### src/rtl/mux_out_filter.sv
// rtl/mux_out_filter.sv - synchronise, deglitch and edge-detect the raw mux output (optional MUX_FILT_GLITCH_CNT_EN)
module mux_out_filter #(
    parameter int STABLE_CYCLES = 4,
    parameter int CNT_W         = 8
) (
    input  logic             clk,
    input  logic             rst_n,
    input  logic             z_in,
    input  logic             glitch_clr,
    output logic             filt_out,
    output logic             rise_pulse,
    output logic             fall_pulse,
    output logic [CNT_W-1:0] glitch_cnt
);

    localparam int RUN_W = (STABLE_CYCLES > 1) ? $clog2(STABLE_CYCLES) : 1;
    localparam logic [RUN_W-1:0] RUN_LAST = RUN_W'(STABLE_CYCLES - 1);
    localparam logic [RUN_W-1:0] RUN_ONE  = RUN_W'(1);

    typedef enum logic [1:0] {
        STABLE_LO = 2'd0,
        PEND_HI   = 2'd1,
        STABLE_HI = 2'd2,
        PEND_LO   = 2'd3
    } state_t;

    logic             s1;
    logic             s2;
    state_t           state;
    state_t           state_nxt;
    logic [RUN_W-1:0] run;
    logic [RUN_W-1:0] run_nxt;
    logic             filt_nxt;
    logic             rise_nxt;
    logic             fall_nxt;
    logic             glitch;

    // Two-flop synchroniser; the FSM only ever looks at s2
    always_ff @(posedge clk or negedge rst_n) begin
        if (!rst_n) begin
            s1 <= 1'b0;
            s2 <= 1'b0;
        end else begin
            s1 <= z_in;
            s2 <= s1;
        end
    end

    // State, run counter and registered outputs
    always_ff @(posedge clk or negedge rst_n) begin
        if (!rst_n) begin
            state      <= STABLE_LO;
            run        <= '0;
            filt_out   <= 1'b0;
            rise_pulse <= 1'b0;
            fall_pulse <= 1'b0;
        end else begin
            state      <= state_nxt;
            run        <= run_nxt;
            filt_out   <= filt_nxt;
            rise_pulse <= rise_nxt;
            fall_pulse <= fall_nxt;
        end
    end

    // Next state: leave a stable level on the first differing sample, accept after a full run
    always_comb begin
        state_nxt = state;
        run_nxt   = run;
        case (state)
            STABLE_LO: begin
                if (s2) begin
                    state_nxt = PEND_HI;
                    run_nxt   = RUN_ONE;
                end
            end
            PEND_HI: begin
                if (!s2) begin
                    state_nxt = STABLE_LO;
                    run_nxt   = '0;
                end else if (run == RUN_LAST) begin
                    state_nxt = STABLE_HI;
                    run_nxt   = '0;
                end else begin
                    run_nxt = run + RUN_ONE;
                end
            end
            STABLE_HI: begin
                if (!s2) begin
                    state_nxt = PEND_LO;
                    run_nxt   = RUN_ONE;
                end
            end
            PEND_LO: begin
                if (s2) begin
                    state_nxt = STABLE_HI;
                    run_nxt   = '0;
                end else if (run == RUN_LAST) begin
                    state_nxt = STABLE_LO;
                    run_nxt   = '0;
                end else begin
                    run_nxt = run + RUN_ONE;
                end
            end
            default: begin
                state_nxt = STABLE_LO;
                run_nxt   = '0;
            end
        endcase
    end

    // Outputs: level change with a one-cycle strobe on acceptance, glitch flag on an aborted pend
    always_comb begin
        filt_nxt = filt_out;
        rise_nxt = 1'b0;
        fall_nxt = 1'b0;
        glitch   = 1'b0;
        case (state)
            PEND_HI: begin
                if (!s2) begin
                    glitch = 1'b1;
                end else if (run == RUN_LAST) begin
                    filt_nxt = 1'b1;
                    rise_nxt = 1'b1;
                end
            end
            PEND_LO: begin
                if (s2) begin
                    glitch = 1'b1;
                end else if (run == RUN_LAST) begin
                    filt_nxt = 1'b0;
                    fall_nxt = 1'b1;
                end
            end
            default: begin
                filt_nxt = filt_out;
            end
        endcase
    end

`ifdef MUX_FILT_GLITCH_CNT_EN
    localparam logic [CNT_W-1:0] CNT_MAX = '1;
    localparam logic [CNT_W-1:0] CNT_ONE = CNT_W'(1);

    // Saturating glitch counter; a glitch in the clear cycle still counts as the first one
    always_ff @(posedge clk or negedge rst_n) begin
        if (!rst_n) begin
            glitch_cnt <= '0;
        end else if (glitch) begin
            if (glitch_clr) begin
                glitch_cnt <= CNT_ONE;
            end else if (glitch_cnt != CNT_MAX) begin
                glitch_cnt <= glitch_cnt + CNT_ONE;
            end
        end else if (glitch_clr) begin
            glitch_cnt <= '0;
        end
    end
`else
    logic unused_cnt_inputs;

    // No counter in this build; the clear input and glitch flag go nowhere
    assign unused_cnt_inputs = &{1'b0, glitch_clr, glitch};
    assign glitch_cnt        = '0;
`endif

endmodule

### config.mk
export PLATFORM = sky130hd
export DESIGN_NAME = mux_out_filter
export DESIGN_NICKNAME = d
export VERILOG_FILES = /design/src/rtl/mux_out_filter.sv
export SDC_FILE = /design/constraint.sdc
export NUM_CORES = 1
export LEC_CHECK = 0
export ABC_AREA = 0
export BUFFER_PORTS_ARGS = -buffer_cell sky130_fd_sc_hd__buf_2
export CAP_MARGIN = 20
export CORE_UTILIZATION = 30
export DETAILED_ROUTE_END_ITERATION = 10
export PLACE_DENSITY = 0.6
export REMOVE_ABC_BUFFERS = 1
export SLEW_MARGIN = 20
export SYNTH_ARGS = -nofsm -noshare
export SYNTH_HDL_FRONTEND = slang
export SYNTH_SLANG_ARGS = --single-unit
### constraint.sdc
create_clock -name clk -period 2 [get_ports clk]
set_clock_uncertainty 0.05 [all_clocks]
set_input_delay 0.6 -clock clk [delete_from_list [all_inputs] [get_ports clk]]
set_output_delay 0.6 -clock clk [all_outputs]
set_load 0.02 [all_outputs]
After elaboration in Yosys (flattened, before gate mapping)
Cells that the tools add are included.

storage, ports and cells
  register bits = 9
  input port bits = 4

cells by class
  add/subtract/negate cells = 1
  equal/unequal tests = 12
  mux-type cells = 22
  reduce and logical (&&, ||, !) cells = 5

operators with widths
  cell                                                                   number
  2-bit two-way mux                                                      10
  2-bit case mux with 4 select lines                                     2
  2-bit != test, second input constant                                   6
  1-bit two-way mux                                                      9
  2-bit equality test, second input constant                             3
  3-bit != test, second input constant                                   2
  5-bit AND reduction                                                    1
  4-bit AND reduction                                                    1
  2-bit by 1-bit adder with 2-bit output, second input constant          1
  2-bit by 1-bit equality test with 1-bit output, second input constant  1
  2-bit zero test                                                        1
  1-bit case mux with 2 select lines                                     1
  2-bit AND reduction                                                    1
  2-bit nonzero test                                                     1

Longest topological paths before layout
  depth in word-level cells = 4
  depth in mapped cells = 4
  gate-level depth less buffers = 4

Worst setup path after synthesis
OpenSTA, ideal clock, no wires.

  path kind = flip-flop to flip-flop
  start = register run[0]
  end = register with a tool-made name
  library setup time = 125 ps
  data arrival time = 1031 ps
  slack = 794 ps
  stages on the path, launching flop included = 4
  period minus slack after synthesis = 1206 ps
  path through = dfrtp_1 > ha_1 > nand2_1 > mux2_2

RTL lines
  item                    RTL line  text
  start, declared         31        logic [RUN_W-1:0] run;
  start signal, assigned  59        run <= run_nxt;

Worst setup path in the final report
  start = register filt_out
  end = output port filt_out

RTL lines
  item                    RTL line  text
  start, declared         10        output logic filt_out,
  start signal, assigned  60        filt_out <= filt_nxt;

No word-level cell between the ends.

==> impl_results.md <==
* Critical-path cell list: buf_2
* Number of nets in the finished design at 47
* Cell family with most CP delay: flip-flops
* Highest achievable clock rate at 0.684 GHz
* Crit path max-delay cell type: sky130_fd_sc_hd__dfrtp_1
* Net switching power figure at 171 uW
* Clock tree buffer depth at 2
* Buf+Inv Stages, Crit Path at 1
* Switching Share at 31.7%
* Leading post-synthesis cells by instance count: sky130_fd_sc_hd__dfrtp_1 (9), sky130_fd_sc_hd__buf_4 (8), sky130_fd_sc_hd__o21ai_0 (3)
* Data required time at the worst endpoint at 1350 ps
* CP arrival at 810 ps
* Total number of yosys warnings at 0
* Clock tree from TritonCTS: done
* Run status: completed
* Count of flip-flops with a built-in enable after synthesis at 0
* Starting DRT DRC Count at 7
* Antenna diode instance count at 0
* Sequential fraction of the synthesis area at 57.3%
* Routed length per instance at 8.49 um
* Number of synthesized register bits at 9
* Post-route DRC at 0
* Predominant post-synthesis flop cell: sky130_fd_sc_hd__dfrtp_1
* Number of max-cap violations at 0
* Hold Worst Slack at 127 ps
* Post-route minimum period at 1460 ps
* Number of standard cells in the layout, taps in and fillers out at 55
* Post-cts hold buffer count at 0
* Distinct cell type count of the synthesized netlist at 15
* Clk slew on worst S/H paths at 60 ps
* Total iterations of the first detailed-routing run at 4
* Leakage at 0.212 nW
* Vias in the first global route at 198
* FP Rows at 12
* Final worst path period share at 73.1%
* Starting utilization of the core area at 34.0%
* Largest net degree at the start of global routing at 10
* Port Buffer Count at 5
* Stages on worst setup path at 1
* Setup repair after global routing missed its margin: false
* Wire length of the first global-routing pass at 759 um
* Count of antenna-violating nets left after detailed routing at 0
* Share of the core filled with cells in the final layout at 37.0%
* Share of the synthesized area in the top cell type at 57.3%
* Number of buffers inserted by post-CTS setup repair at 0
* Library cell occupying the most area in the post-synthesis netlist: sky130_fd_sc_hd__dfrtp_1
* Total Wirelength at 467 um
* Area of the mapped netlist at 393 um2
* Async S/R FF share, synth at 100%
* Critical Path Source Type: flip-flop
* Synth-to-Final Area Change at 8.92%
* Number of buffers added by the clock tree synthesis step at 3
* Buffer cell driving the clock tree root: sky130_fd_sc_hd__clkbuf_4
* Via count at 220
* Critical path start-end classification: flip-flop to output port
* Height of the die at 38.2 um
* Vias per inst at 4.00
* Combinational fraction of design power at 24.5%
* Syn Area/Cell at 11.9 um2
* Post-cts resize count at 0
* Clock latency reported for the late side of the worst-skew pair at 260 ps
* Number of hold violations in the final report at 0
* Most common cell in the synthesized netlist: sky130_fd_sc_hd__dfrtp_1
* Global routing usage summed across all routing layers at 8.29%
* Fraction of power consumed by sequential logic at 50.0%
* VDD IR max at 0.667 mV
* Post-synthesis cell count at 33
* Maximum level of the CTS H-tree at 1
* Total power density per cell area at 1260 mW/mm2
* Number of antenna violations at the first check in global routing at 0
* Total power at 538 uW
* # setup viols final at 0
* Pins over their slew limit at 0
* Critical path peak fanout at 3
* Setup TNS after final layout at 0 ps
* Placed Cells incl. Taps at 51
* Io pins at 15
* Number of sinks on the clock net at 9
* Total core area at 0.00116 mm2
* Path type of the worst min-delay path: primary input to asynchronous set/reset pin
* Most area-consuming cells after synthesis: sky130_fd_sc_hd__dfrtp_1 (57%), sky130_fd_sc_hd__buf_4 (15%), sky130_fd_sc_hd__o21ai_0 (3.8%)
* Internal power of the cells at 367 uW
* Fraction of power consumed by the clock network at 25.5%
* Area of the die at 0.00146 mm2
* Die width at 38.2 um
* CP max stage delay at 390 ps
* Final Wtd Congestion at 0.671
* Worst Setup End Kind: output port
* Congestion Overflow GR at 0
* Path depth of the worst reg2reg path at 3
* Share of final-layout standard cells stronger than drive strength 1 at 24.4%
==> cell type report <==
type | count | area [um2]
sequential | 9 | 225
timing repair buffer | 5 | 25.0
fill | 113 | 728
tap | 14 | 17.5
multi-input combinational | 23 | 134
clock buffer | 4 | 26.3
==> per-layer routing <==
| metal | GRT usage (%) | vias up | wire (um) |
|---|---|---|---|
| li1 | - | 110 | - |
| met1 | 8.96 | 95 | 223 |
| met2 | 11.9 | 15 | 201 |
| met3 | 3.49 | 0 | 42 |
| met4 | 8.04 | 0 | 0 |
| met5 | 0 | - | 0 |
==> power groups by stage <==
stage,Clock [mW],Combinational (mW),Sequential (mW)
6_report,0.137,0.132,0.269
5_1_grt,0.148,0.150,0.276
4_1_cts,0.143,0.132,0.268
3_5_place_dp,0,0.133,0.271
3_3_place_gp,0,0.130,0.271
2_1_floorplan,0,0.0989,0.271
==> metrics by stage <==
| stage | cell area, um2 | setup WS (ps) |
|---|---|---|
| 2_1_floorplan | 359 | 794 |
| 3_3_place_gp | 402 | 723 |
| 3_5_place_dp | 402 | 735 |
| 4_1_cts | 428 | 523 |
| 5_1_grt | 428 | 512 |
| 6_report | 428 | 539 |
==> cells by family after synthesis <==
group	count (synthesis)	synth area share, %
AO/OA/AOI/OAI	6	8.60
multiplexers	1	2.87
buffers and inverters	8	15.3
other	1	0.954
adder cells (fa/ha/maj)	1	3.18
flip-flops	9	57.3
XOR/XNOR	1	2.23
AND/OR/NAND/NOR	6	9.55
==> cell usage in the layout, fill, tap and decap left out, drive strengths merged <==
cell type / Yosys / layout
dfrtp: 9 / 9
nand3: 1 / 1
o21ai: 3 / 3
ha: 1 / 1
xor2: 1 / 1
a21oi: 1 / 1
nand2: 1 / 1
o21a: 1 / 1
clkbuf: 0 / 4
and2: 1 / 1
nand2b: 1 / 1
conb: 1 / 8
buf: 8 / 5
a31oi: 1 / 1
mux2: 1 / 1
nor3b: 2 / 2
==> worst paths after layout <==
| path | to | start | slack (ps) |
|---|---|---|---|
| hold / removal | s1$_DFF_PN0_ | rst_n | 130 |
| setup reg to reg | flip-flop | run[0]$_DFFE_PN0P_ | 720 |
| min in group clk | s2$_DFF_PN0_ | s1$_DFF_PN0_ | 310 |
| hold reg to reg | s2$_DFF_PN0_ | s1$_DFF_PN0_ | 310 |
| max in group asynchronous | run[1]$_DFFE_PN0P_ | rst_n | 1590 |
| setup / recovery | filt_out | filt_out$_DFFE_PN0P_ | 540 |
Note: power is estimated with default switching activity, not from simulation.
